==> src/rtl/adder_rr_arbiter.sv <==
// Round-robin arbiter sharing one 32-bit square-root carry-select adder among NREQ requesters.
// Optional signed-overflow output rsp_ovf is enabled by defining ADDER_ARB_OVF_EN.

module sqrt_csla_zfc (
  input  logic [31:0] a,
  input  logic [31:0] b,
  input  logic        cin,
  output logic [31:0] sum,
  output logic        cout,
  output logic        zero
);
  localparam int NBLK = 7;
  localparam int BLO [NBLK] = '{0, 2, 4, 7, 11, 16, 22};
  localparam int BW  [NBLK] = '{2, 2, 3, 4, 5, 6, 10};

  logic [NBLK:0] c;
  assign c[0] = cin;

  // each block precomputes both carry-in cases; the incoming carry only drives a mux
  for (genvar k = 0; k < NBLK; k++) begin : g_blk
    localparam int LO = BLO[k];
    localparam int W  = BW[k];
    logic [W:0] s0, s1;
    assign s0 = {1'b0, a[LO +: W]} + {1'b0, b[LO +: W]};
    assign s1 = {1'b0, a[LO +: W]} + {1'b0, b[LO +: W]} + {{W{1'b0}}, 1'b1};
    assign sum[LO +: W] = c[k] ? s1[W-1:0] : s0[W-1:0];
    assign c[k+1]       = c[k] ? s1[W]     : s0[W];
  end

  assign cout = c[NBLK];
  assign zero = ~|sum;
endmodule

module adder_rr_arbiter #(
  parameter int NREQ = 4,
  parameter int IDW  = 2
) (
  input  logic               clk,
  input  logic               rst_n,
  input  logic [NREQ-1:0]    req_valid,
  output logic [NREQ-1:0]    req_ready,
  input  logic [NREQ*32-1:0] req_a,
  input  logic [NREQ*32-1:0] req_b,
  input  logic [NREQ-1:0]    req_sub,
  output logic               rsp_valid,
  input  logic               rsp_ready,
  output logic [IDW-1:0]     rsp_id,
  output logic [31:0]        rsp_sum,
  output logic               rsp_cout,
  output logic               rsp_zero
`ifdef ADDER_ARB_OVF_EN
  ,
  output logic               rsp_ovf
`endif
);
  logic [IDW-1:0] ptr;
  logic [IDW-1:0] gnt;
  logic [IDW-1:0] ptr_nxt;
  logic [IDW:0]   idx;
  logic           found;
  logic           can_accept;
  logic           xfer;
  logic [31:0]    a_sel, b_sel, b_eff;
  logic           sub_sel;
  logic [31:0]    add_sum;
  logic           add_cout, add_zero;

  // scan from the highest offset down so the nearest valid requester after ptr wins
  always_comb begin
    found = 1'b0;
    gnt   = '0;
    idx   = '0;
    for (int k = NREQ - 1; k >= 0; k--) begin
      idx = {1'b0, ptr} + (IDW+1)'(k);
      if (idx >= (IDW+1)'(NREQ))
        idx = idx - (IDW+1)'(NREQ);
      if (req_valid[idx[IDW-1:0]]) begin
        found = 1'b1;
        gnt   = idx[IDW-1:0];
      end
    end
  end

  assign can_accept = !rsp_valid || rsp_ready;
  assign xfer       = rst_n && found && can_accept;
  assign ptr_nxt    = (gnt == IDW'(NREQ - 1)) ? '0 : gnt + IDW'(1);

  always_comb begin
    req_ready      = '0;
    req_ready[gnt] = xfer;
  end

  assign a_sel   = req_a[{gnt, 5'b0} +: 32];
  assign b_sel   = req_b[{gnt, 5'b0} +: 32];
  assign sub_sel = req_sub[gnt];
  assign b_eff   = sub_sel ? ~b_sel : b_sel;

  sqrt_csla_zfc u_add (
    .a    (a_sel),
    .b    (b_eff),
    .cin  (sub_sel),
    .sum  (add_sum),
    .cout (add_cout),
    .zero (add_zero)
  );

  always_ff @(posedge clk) begin
    if (!rst_n) begin
      rsp_valid <= 1'b0;
      rsp_sum   <= '0;
      rsp_cout  <= 1'b0;
      rsp_zero  <= 1'b0;
      rsp_id    <= '0;
      ptr       <= '0;
    end else if (xfer) begin
      rsp_valid <= 1'b1;
      rsp_sum   <= add_sum;
      rsp_cout  <= add_cout;
      rsp_zero  <= add_zero;
      rsp_id    <= gnt;
      ptr       <= ptr_nxt;
    end else if (rsp_valid && rsp_ready) begin
      rsp_valid <= 1'b0;
    end
  end

`ifdef ADDER_ARB_OVF_EN
  // with b already inverted for subtract, both cases reduce to the add rule on b_eff
  always_ff @(posedge clk) begin
    if (!rst_n)
      rsp_ovf <= 1'b0;
    else if (xfer)
      rsp_ovf <= ~(a_sel[31] ^ b_eff[31]) & (add_sum[31] ^ a_sel[31]);
  end
`endif

endmodule

==> config.mk <==
export PLATFORM = sky130hd
export DESIGN_NAME = adder_rr_arbiter
export DESIGN_NICKNAME = d
export VERILOG_FILES = /design/src/rtl/adder_rr_arbiter.sv
export SDC_FILE = /design/constraint.sdc
export NUM_CORES = 1
export LEC_CHECK = 0
export BUFFER_PORTS_ARGS = -buffer_cell sky130_fd_sc_hd__buf_2
export CAP_MARGIN = 20
export CELL_PAD_IN_SITES_DETAIL_PLACEMENT = 1
export CELL_PAD_IN_SITES_GLOBAL_PLACEMENT = 2
export CORE_MARGIN = 2
export CORE_UTILIZATION = 25
export DETAILED_ROUTE_END_ITERATION = 10
export GPL_TIMING_DRIVEN = 0
export PLACE_DENSITY = 0.95
export SLEW_MARGIN = 20
export SYNTH_ARGS = -nofsm -noshare
export SYNTH_HDL_FRONTEND = slang
export SYNTH_SLANG_ARGS = --single-unit
export TNS_END_PERCENT = 5
==> constraint.sdc <==
create_clock -name clk -period 15.5 [get_ports clk]
set_input_delay 0 -clock clk [delete_from_list [all_inputs] [get_ports clk]]
set_output_delay 0 -clock clk [all_outputs]
set_load 0.1 [all_outputs]
# == Word level (Yosys, flattened, before mapping) ==
# Index checks and enable logic that the tools add are counted.
# classes
n_addsub,22
n_lt_le_gt_ge,10
eq_ne,1
shift,2
n_mux,42
bitwise_logic,2
reduce_logical,9
# op_table
operator,count
128-bit by 8-bit variable part select with 32-bit output,2
32-bit 2-to-1 mux,1
32-bit inverter,1
32-bit OR reduction,1
2-bit 2-to-1 mux,11
1-bit 2-to-1 mux,19
2-bit by 3-bit less-than comparator with 1-bit output (second input constant),5
10-bit by 10-bit adder with 11-bit output,1
11-bit by 1-bit adder with 11-bit output (second input constant),1
1-bit binary-select mux with 2-bit select,5
10-bit 2-to-1 mux,1
3-bit greater-or-equal comparator (second input constant),3
2-bit by 1-bit subtractor with 2-bit output (second input constant),4
6-bit by 6-bit adder with 7-bit output,1
7-bit by 1-bit adder with 7-bit output (second input constant),1
2-bit by 2-bit adder with 3-bit output,2
2-bit by 2-bit adder with 3-bit output (second input constant),2
3-bit by 1-bit adder with 3-bit output (second input constant),2
5-bit by 5-bit adder with 6-bit output,1
6-bit by 1-bit adder with 6-bit output (second input constant),1
6-bit 2-to-1 mux,1
4-bit by 4-bit adder with 5-bit output,1
5-bit by 1-bit adder with 5-bit output (second input constant),1
5-bit 2-to-1 mux,1
15 further kinds,19
# totals
reg_bits,39
in_bits,267
output_inout_bits,41

# == Longest topological paths before layout ==
# Gate-level depths: netlist (run 1).
# depth
ltp_word,23
ltp_mapped,28
mapped_depth_nobuf,25

# == Cells and area by module ==
# Synthesis (run 1) repeated with hierarchy kept, for this count alone.
# unflattened
cells_unflattened,1083
hier_area_um2,7517.2
# by_module_without_submodules
module,instances,cells_each,area_each_um2,seq_area_each_um2
adder_rr_arbiter,1,736,4974.8,780.7
sqrt_csla_zfc,1,347,2542.4,0.0

# == Worst setup path before layout (run 1) ==
# Ideal clock, no wire load.
# synth_path
kind,register to register
startpoint,reg ptr[1]
endpoint,reg rsp_zero
t_arrival_ns,5.854
required_time_ns,15.416
slack_ns,9.562
path_stages_with_launch,26
synth_period_minus_slack_ns,5.938
cell_sequence,dfxtp_1 -> mux2i_1 -> o2bb2ai_1 -> or2_1 -> clkbuf_1 -> and3_1 -> a31oi_1 -> buf_1 -> clkbuf_1 -> xor2_1 -> ha_1 -> fa_1 -> ha_1 -> o21ai_0 -> or2_2 -> o221a_1 -> a221oi_4 -> nand3_2 -> a21o_1 -> and3_1 -> buf_4 -> xnor2_2 -> or3_1 -> a221oi_1 -> nand4_1 -> o31ai_2
# synth_between
elab_chain_cells,23
elab_cells_between_ends,68
# synth_lines
item,line,text
"start, declared",56,logic [IDW-1:0] ptr;
"start signal, assigned",121,ptr <= ptr_nxt;
2-bit by 2-bit adder with 3-bit output,74,"idx = {1'b0, ptr} + (IDW+1)'(k);"
3-bit greater-or-equal comparator / 2-bit by 1-bit subtractor with 2-bit output (equally long branches),"75, 76",
2-bit 2-to-1 mux,75,if (idx >= (IDW+1)'(NREQ))
1-bit binary-select mux with 2-bit select,77,if (req_valid[idx[IDW-1:0]]) begin
1-bit 2-to-1 mux (not written as such),77,
2-bit 2-to-1 mux (4 in a row),77,
128-bit by 8-bit variable part select with 32-bit output / 1-bit binary-select mux with 2-bit select (equally long branches),"94, 95",
32-bit inverter / 1-bit 2-to-1 mux (equally long branches),"96, 95",
32-bit 2-to-1 mux,96,assign b_eff = sub_sel ? ~b_sel : b_sel;
2-bit by 2-bit adder with 3-bit output,"24, 25",
3-bit by 1-bit adder with 3-bit output,25,"assign s1 = {1'b0, a[LO +: W]} + {1'b0, b[LO +: W]} + {{W{1'b0}}, 1'b1};"
1-bit 2-to-1 mux (6 in a row),27,assign c[k+1] = c[k] ? s1[W] : s0[W];
10-bit 2-to-1 mux,26,assign sum[LO +: W] = c[k] ? s1[W-1:0] : s0[W-1:0];
32-bit OR reduction,31,assign zero = ~|sum;
1-bit logical NOT,31,
"end signal, assigned",119,rsp_zero <= add_zero;
"end, declared",50,output logic rsp_zero
# Parallel ways exist; a longest one is shown, timed or not. The select of a mux whose other input is x is not followed.
# A chain may end at the register's enable or synchronous reset.

# == Worst setup path in the final report (run 1) ==
# Same ends and word-level chain as after synthesis.

==> flow_metrics.py, run 1 <==
metrics = {
    "min_path": {
        "min_to": "rsp_valid",
        "holdPathStages": 4,
        "min_path_type": "in -> reg",
        "hp-start": "req_valid[3]",
    },
    "cts": {
        "root_buffer": "clkbuf_16",
        "cts_setup_buffers": 0,
        "h-tree-depth": 2,
        "clk_pin_slew_ns": 0.06,
        "clkLatencyLatePin_ns": 0.28,
        "cts_num_sinks": 39,
        "cts.repair.resized": 0,
        "cts_tree": "built",
        "clk_path_buf_depth": 2,
        "hold_buffers": 0,
        "cts_buffers": 5,
    },
    "drt": {
        "dr.first_iter.drc_count": 233,
        "drc": 0,
        "post_drt_via_cell_ratio": 4.90,
        "num_vias": 7620,
        "dr.pass1.iters": 4,
        "wl_per_cell_um": 19.1,
        "routed_wl_um": 29700,
        "ant_nets": 0,
    },
    "grt": {
        "grt_pass1_vias": 7843,
        "grtUsageTotal_pct": 23.1,
        "antenna_found_initial": 2,
        "grt_pass1_wl_um": 43700,
        "grt_overflow": 0,
        "grt_start_max_net_pins": 13,
    },
    "floorplanning": {
        "io_pins": 308,
        "start_util_pct": 25.3,
        "coreArea_mm2": 0.0234,
        "rows": 56,
        "die-height_um": 158,
        "dieWidth_um": 158,
        "die_area_mm2": 0.0250,
    },
    "setup_path": {
        "r2r-start": "ptr[1]",
        "slowest_stage": "clkbuf_1",
        "cp.depth": 27,
        "worstReg2RegEnd": "rsp_zero",
        "cp.arrival_ns": 7.45,
        "worst_setup_path_start_kind": "register",
        "critical_path.top_delay_family": "buffers and inverters",
        "ff2ff_setup_slack_ns": 8.25,
        "cp_max_fo": 11,
        "reg2reg_depth": 27,
        "crit_top_cell": "clkbuf_1",
        "critical-path-max-stage-delay_ns": 0.62,
        "path_class": "reg -> reg",
        "cp_num_buf_inv": 7,
        "cp.required_ns": 15.70,
        "critPathCaptureType": "register",
    },
    "sta": {
        "rsz0062_at_grt": "false",
        "finalHoldViolations": 0,
        "finalCritPeriodShare_pct": 46.8,
        "max_freq_ghz": 0.138,
        "finalSetupViolations": 0,
        "worst_slack_ns": 8.25,
        "period_minus_slack_ns": 7.25,
        "worst_slew_pin_slew_ns": 0.808,
        "max_slew_margin_pct": 46.1,
        "skew_ns": 0.00585,
        "tns_ns": 0,
        "slew_violations": 0,
    },
    "synth": {
        "synth_ff_type": "dfxtp_1",
        "async_flop_share_pct": 0,
        "netlist_area_mm2": 0.00593,
        "yosysSeqAreaShare_pct": 13.2,
        "synth-compound-area-share_pct": 17.2,
        "yosys_warnings": 0,
        "synth-seq-cells": 39,
        "synth_edf_count": 0,
        "synthAdderAreaFrac_pct": 11.0,
        "syn_inst": 921,
        "synth.net_count": 1236,
        "synth.distinct_cells": 55,
        "syn_area_per_cell_um2": 6.44,
        "synth_mux_area_share_pct": 2.57,
        "synthXorXnorAreaFrac_pct": 12.2,
        "yosys.area_share.simple_pct": 38.0,
        "synth_top_family_by_area": "simple AND/OR/NAND/NOR gates",
    },
    "power_and_ir_drop": {
        "power_density_mw_per_mm2": 254,
        "pwr-share-seq_pct": 7.8,
        "vdd_ir_drop_max_mv": 0.0632,
        "power.share.clock_pct": 5.9,
        "p_switching_w": 0.00123,
        "p_leak_nw": 4.04,
        "swShare_pct": 60.2,
        "internal_power_w": 0.000812,
        "combPwrFrac_pct": 86.3,
    },
    "layout": {
        "nFillCells": 3177,
        "layout.nets": 1550,
        "area_growth_pct": 35.6,
        "layout_commonest_cell": "buf_2",
        "final_cell_mix": "buf_2 (307), nand2_1 (286), and3_1 (66)",
        "drive_gt1_share_pct": 26.5,
    },
    "placed_design": {
        "place.gp.congestion": 0.930,
        "hpwl_um": 25500,
        "numPortBuffers": 307,
        "place_ws_ns": 8.19,
    },
    "flow_run": {
        "drv_cap": 0,
    },
    "run_status": {
        "status": "finished, final reports clean",
    },
}
-- Yosys cell counts, types with 2 or more instances --
cell / number / area share, %
nand2_1: 286 / 18
and3_1: 66 / 7.0
a31oi_1: 61 / 6.4
nand3_1: 59 / 5.0
clkbuf_1: 50 / 3.2
xor2_1: 49 / 7.2
ha_1: 41 / 8.6
dfxtp_1: 39 / 13
o21ai_0: 38 / 3.2
xnor2_1: 32 / 4.7
inv_1: 27 / 1.7
a21oi_1: 17 / 1.4
nor2_1: 14 / 0.89
a21o_1: 13 / 1.6
mux2i_1: 13 / 2.2
and2_1: 12 / 1.3
buf_1: 10 / 0.63
nor3_1: 10 / 0.84
nand2b_1: 9 / 0.95
fa_1: 7 / 2.4
nor2b_1: 7 / 0.74
o21bai_1: 7 / 0.89
nand4_1: 6 / 0.63
nand3b_1: 4 / 0.51
a211o_1: 3 / 0.44
nor4_1: 3 / 0.32
o211ai_1: 3 / 0.38
o21ai_1: 3 / 0.25
a21boi_0: 2 / 0.25
and3b_1: 2 / 0.30
o2bb2ai_1: 2 / 0.30
or2_2: 2 / 0.21
or3_1: 2 / 0.21
-- final cells by class --
cell class                      instances  area [um2]  share of cell area, %
Antenna cell                            1        2.50                 0.0311
Buffer                                 62         244                   3.03
Clock buffer                            6         139                   1.73
Clock inverter                          2        35.0                  0.436
Inverter                               27         101                   1.26
Multi-Input combinational cell        793        4800                   59.7
Sequential cell                        39         781                   9.71
Tap cell                              319         399                   4.96
Timing Repair Buffer                  307        1540                   19.1
-- worst reg2reg max path: cells and delay by family (launching register included) --
family,cells,cell delay (ns)
and+or+nand+nor,7,1.25
muxes,2,0.56
adders and majority gates,3,0.80
buffers and inverters,7,2.14
xor gates and xnor gates,1,0.23
AOI/OAI and AO/OA,7,1.79
DFF,1,0.41
-- metal layers --
layer | up-vias | global-route usage, % | part of all wire, %
met1 | 3582 | 28.6 | 44
met4 | 2 | 5.53 | 1.8
met5 | - | 0 | 0.057
li1 | 3781 | - | -
met3 | 31 | 2.96 | 4.5
met2 | 224 | 42.3 | 50
-- metrics by stage --
step | cells | hold WS, ns | instance area, um2 | power, W | utilization [%]
finish | 1556 | 0.201 | 8040 | 0.00204 | 34.4
floorplan | 921 | 0.266 | 5930 | 0.00148 | -
detailed placement | 1547 | 0.451 | 7870 | 0.00192 | 33.6
CTS | 1555 | 0.203 | 8040 | 0.00205 | 34.4
global placement | 1547 | 0.439 | 7870 | 0.00187 | 33.6
global route | 1556 | 0.228 | 8040 | 0.00223 | 34.4
-- power groups by stage --
| stage | Combinational, W | Clock (W) | Sequential [W] |
|---|---|---|---|
| after global routing | 0.00194 | 0.000126 | 0.000165 |
| after global placement | 0.00171 | 0 | 0.000159 |
| after floorplan | 0.00107 | 0 | 0.000411 |
| after CTS | 0.00177 | 0.000121 | 0.000160 |
| final | 0.00176 | 0.000120 | 0.000159 |
| after detailed placement | 0.00176 | 0 | 0.000162 |
-- kinds of logic (layout without fill, tap and decap cells) --
family / count (synthesis) / count (layout)
fa+ha+maj: 48 / 48
compound gates: 160 / 160
flops: 39 / 39
other cells: 0 / 1
simple gates: 489 / 489
mux: 14 / 14
xor+xnor: 82 / 82
buf+inv: 89 / 404
-- flip-flops by register name, indices dropped and copies added, names as in the netlist --
name	cells
ptr	2
rsp_cout	1
rsp_id	2
rsp_sum	32
rsp_valid	1
rsp_zero	1
-- worst max path at each step --
stage	startpoint	slack, ns	endpoint
final	ptr[1]	8.25	rsp_zero
after detailed placement	ptr[1]	8.19	rsp_zero
after floorplan	ptr[1]	9.56	rsp_zero
after global placement	ptr[1]	8.37	rsp_zero
after global routing	ptr[1]	7.70	rsp_zero
after CTS	ptr[1]	8.17	rsp_zero
Power figures use the tool's default switching activity.
==> run 2, diff against run 1 <==
--- a/config.mk
+++ b/config.mk
@@ -10,10 +10,10 @@
 export CELL_PAD_IN_SITES_DETAIL_PLACEMENT = 1
 export CELL_PAD_IN_SITES_GLOBAL_PLACEMENT = 2
 export CORE_MARGIN = 2
-export CORE_UTILIZATION = 25
+export CORE_UTILIZATION = 21
 export DETAILED_ROUTE_END_ITERATION = 10
 export GPL_TIMING_DRIVEN = 0
-export PLACE_DENSITY = 0.95
+export PLACE_DENSITY = 0.85
 export SLEW_MARGIN = 20
 export SYNTH_ARGS = -nofsm -noshare
 export SYNTH_HDL_FRONTEND = slang
==> constraint.sdc (replaced) <==
create_clock -name clk -period 6 [get_ports clk]
set_input_delay 0 -clock clk [delete_from_list [all_inputs] [get_ports clk]]
set_output_delay 0 -clock clk [all_outputs]
set_load 0.1 [all_outputs]
==> flow_metrics.py, run 2 (same netlist as run 1, synthesis figures left out) <==
metrics = {
    "run_status": {
        "status": "finished, final reports clean",
    },
    "setup_path": {
        "path_class": "reg -> reg",
        "slowest_stage": "fa_1",
        "cp_max_fo": 11,
        "cp.arrival_ns": 6.00,
        "critPathCaptureType": "register",
        "reg2reg_depth": 28,
        "cp.required_ns": 6.20,
        "worst_setup_path_start_kind": "register",
        "critical-path-max-stage-delay_ns": 0.52,
    },
    "drt": {
        "dr.first_iter.drc_count": 261,
        "num_vias": 7805,
        "post_drt_via_cell_ratio": 4.71,
        "ant_nets": 0,
        "routed_wl_um": 31800,
        "dr.pass1.iters": 5,
        "drc": 0,
        "wl_per_cell_um": 19.2,
    },
    "layout": {
        "area_growth_pct": 49.3,
        "nFillCells": 3649,
        "final_cell_mix": "buf_2 (308), nand2_1 (283), and3_1 (62)",
        "multi_input_area_mm2": 0.00501,
        "drive_gt1_share_pct": 33.9,
        "top_regs": "rsp_sum (32), ptr (2), rsp_id (2)",
        "largest_reg_flops": 32,
        "layout.nets": 1588,
        "layout_commonest_cell": "buf_2",
        "top_register": "rsp_sum",
        "seq_area_um2": 785,
    },
    "floorplanning": {
        "die_area_mm2": 0.0296,
        "coreArea_mm2": 0.0278,
        "start_util_pct": 21.3,
        "rows": 61,
        "die-height_um": 172,
        "io_pins": 308,
        "dieWidth_um": 172,
    },
    "cts": {
        "clk_path_buf_depth": 2,
        "root_buffer": "clkbuf_16",
        "clkLatencyLatePin_ns": 0.28,
        "h-tree-depth": 2,
        "cts_buffers": 5,
        "hold_buffers": 0,
        "cts_tree": "built",
        "cts_num_sinks": 39,
        "clk_pin_slew_ns": 0.06,
    },
    "placed_design": {
        "numPortBuffers": 307,
        "place_ws_ns": -1.37,
        "place.gp.congestion": 0.861,
        "hpwl_um": 26800,
    },
    "sta": {
        "tns_ns": 0,
        "finalSetupViolations": 0,
        "rsz0062_at_grt": "true",
        "worst_slack_ns": 0.207,
        "period_minus_slack_ns": 5.79,
        "slew_violations": 0,
        "finalCritPeriodShare_pct": 96.6,
        "finalHoldViolations": 0,
        "max_slew_margin_pct": 50.2,
        "skew_ns": 0.00540,
        "worst_slew_pin_slew_ns": 0.747,
        "max_freq_ghz": 0.173,
    },
    "min_path": {
        "holdPathStages": 4,
        "min_path_type": "in -> reg",
    },
    "power_and_ir_drop": {
        "vdd_ir_drop_max_mv": 0.165,
        "power_density_mw_per_mm2": 646,
        "p_leak_nw": 4.40,
    },
    "grt": {
        "grt_overflow": 0,
        "grt_start_max_net_pins": 13,
        "grtUsageTotal_pct": 20.3,
        "antenna_found_initial": 2,
        "grt_pass1_wl_um": 45200,
        "grt_pass1_vias": 7885,
    },
    "flow_run": {
        "drv_cap": 0,
    },
}
==> run 2: cell types whose count changed in the layout (fill, tap and decap cells not counted), moves of 5 or more <==
cell	change
buf_6	+11
buf_8	+5
buf_4	+34
clkbuf_1	-23
clkbuf_2	+11
buf_1	-8
==> run 2: metal layers <==
metal | vias up | part of all wire (%) | global-route usage (%) | wire length (um)
met2 | 237 | 49 | 36.2 | 15500
met3 | 29 | 5.2 | 3.09 | 1640
met5 | - | 0 | 0 | 0
met4 | 0 | 2.0 | 5.26 | 635
met1 | 3680 | 44 | 25.4 | 14000
li1 | 3859 | - | - | -
==> run 2: where the power goes <==
group	switching (W)	internal, W	leakage, nW
registers	0.0000461	0.000367	0.325
logic	0.00319	0.00183	4.00
clock network	0.000101	0.000194	0.0759
==> run 2: final cells by class <==
cell class | count | area share, %
diodes | 5 | 0.141
well taps | 378 | 5.34
repair buffers | 346 | 21.1
clock inverters | 2 | 0.424
clock buffers | 5 | 1.41
plain buffers | 61 | 4.90
multi-input cells | 793 | 56.6
inverters | 27 | 1.22
flip-flops and latches | 39 | 8.86
==> run 2: worst max-delay path, delay by kind of cell, from the launching register on <==
family	cells	cell delay (ns)
AO/OA/AOI/OAI	7	1.65
adder cells (fa/ha/maj)	3	0.88
multiplexers	2	0.59
buffers and inverters	8	0.96
flip-flops	1	0.36
XOR/XNOR	1	0.19
AND/OR/NAND/NOR	7	1.06
==> run 2: stage by stage <==
step	util, %	power, W	hold slack, ns	instances	area [um2]
floorplan	-	0.00382	0.266	921	5930
global placement	28.6	0.00486	0.438	1606	7940
detailed placement	28.6	0.00499	0.452	1606	7940
CTS	29.8	0.00539	0.192	1618	8270
global route	31.8	0.00623	0.266	1653	8850
finish	31.9	0.00572	0.193	1656	8850
==> run 2: worst paths after layout <==
| path | start | end | slack [ns] |
|---|---|---|---|
| worst min-delay path | rsp_ready | rsp_valid | 0.19 |
| worst max-delay path | ptr[1] | rsp_zero | 0.21 |
| worst max register to register | ptr[1] | rsp_zero | 0.21 |
| worst min register to register | rsp_sum[20] | rsp_sum[20] | 0.46 |
==> run 2: repair_timing <==
action / 4_1_cts / 5_1_grt
setup buffers: 5 / 31
endpoints found under the setup margin: 27 / 14
pin swaps: 3 / 24
cloned: 1 / 2
gates resized for setup: 46 / 100
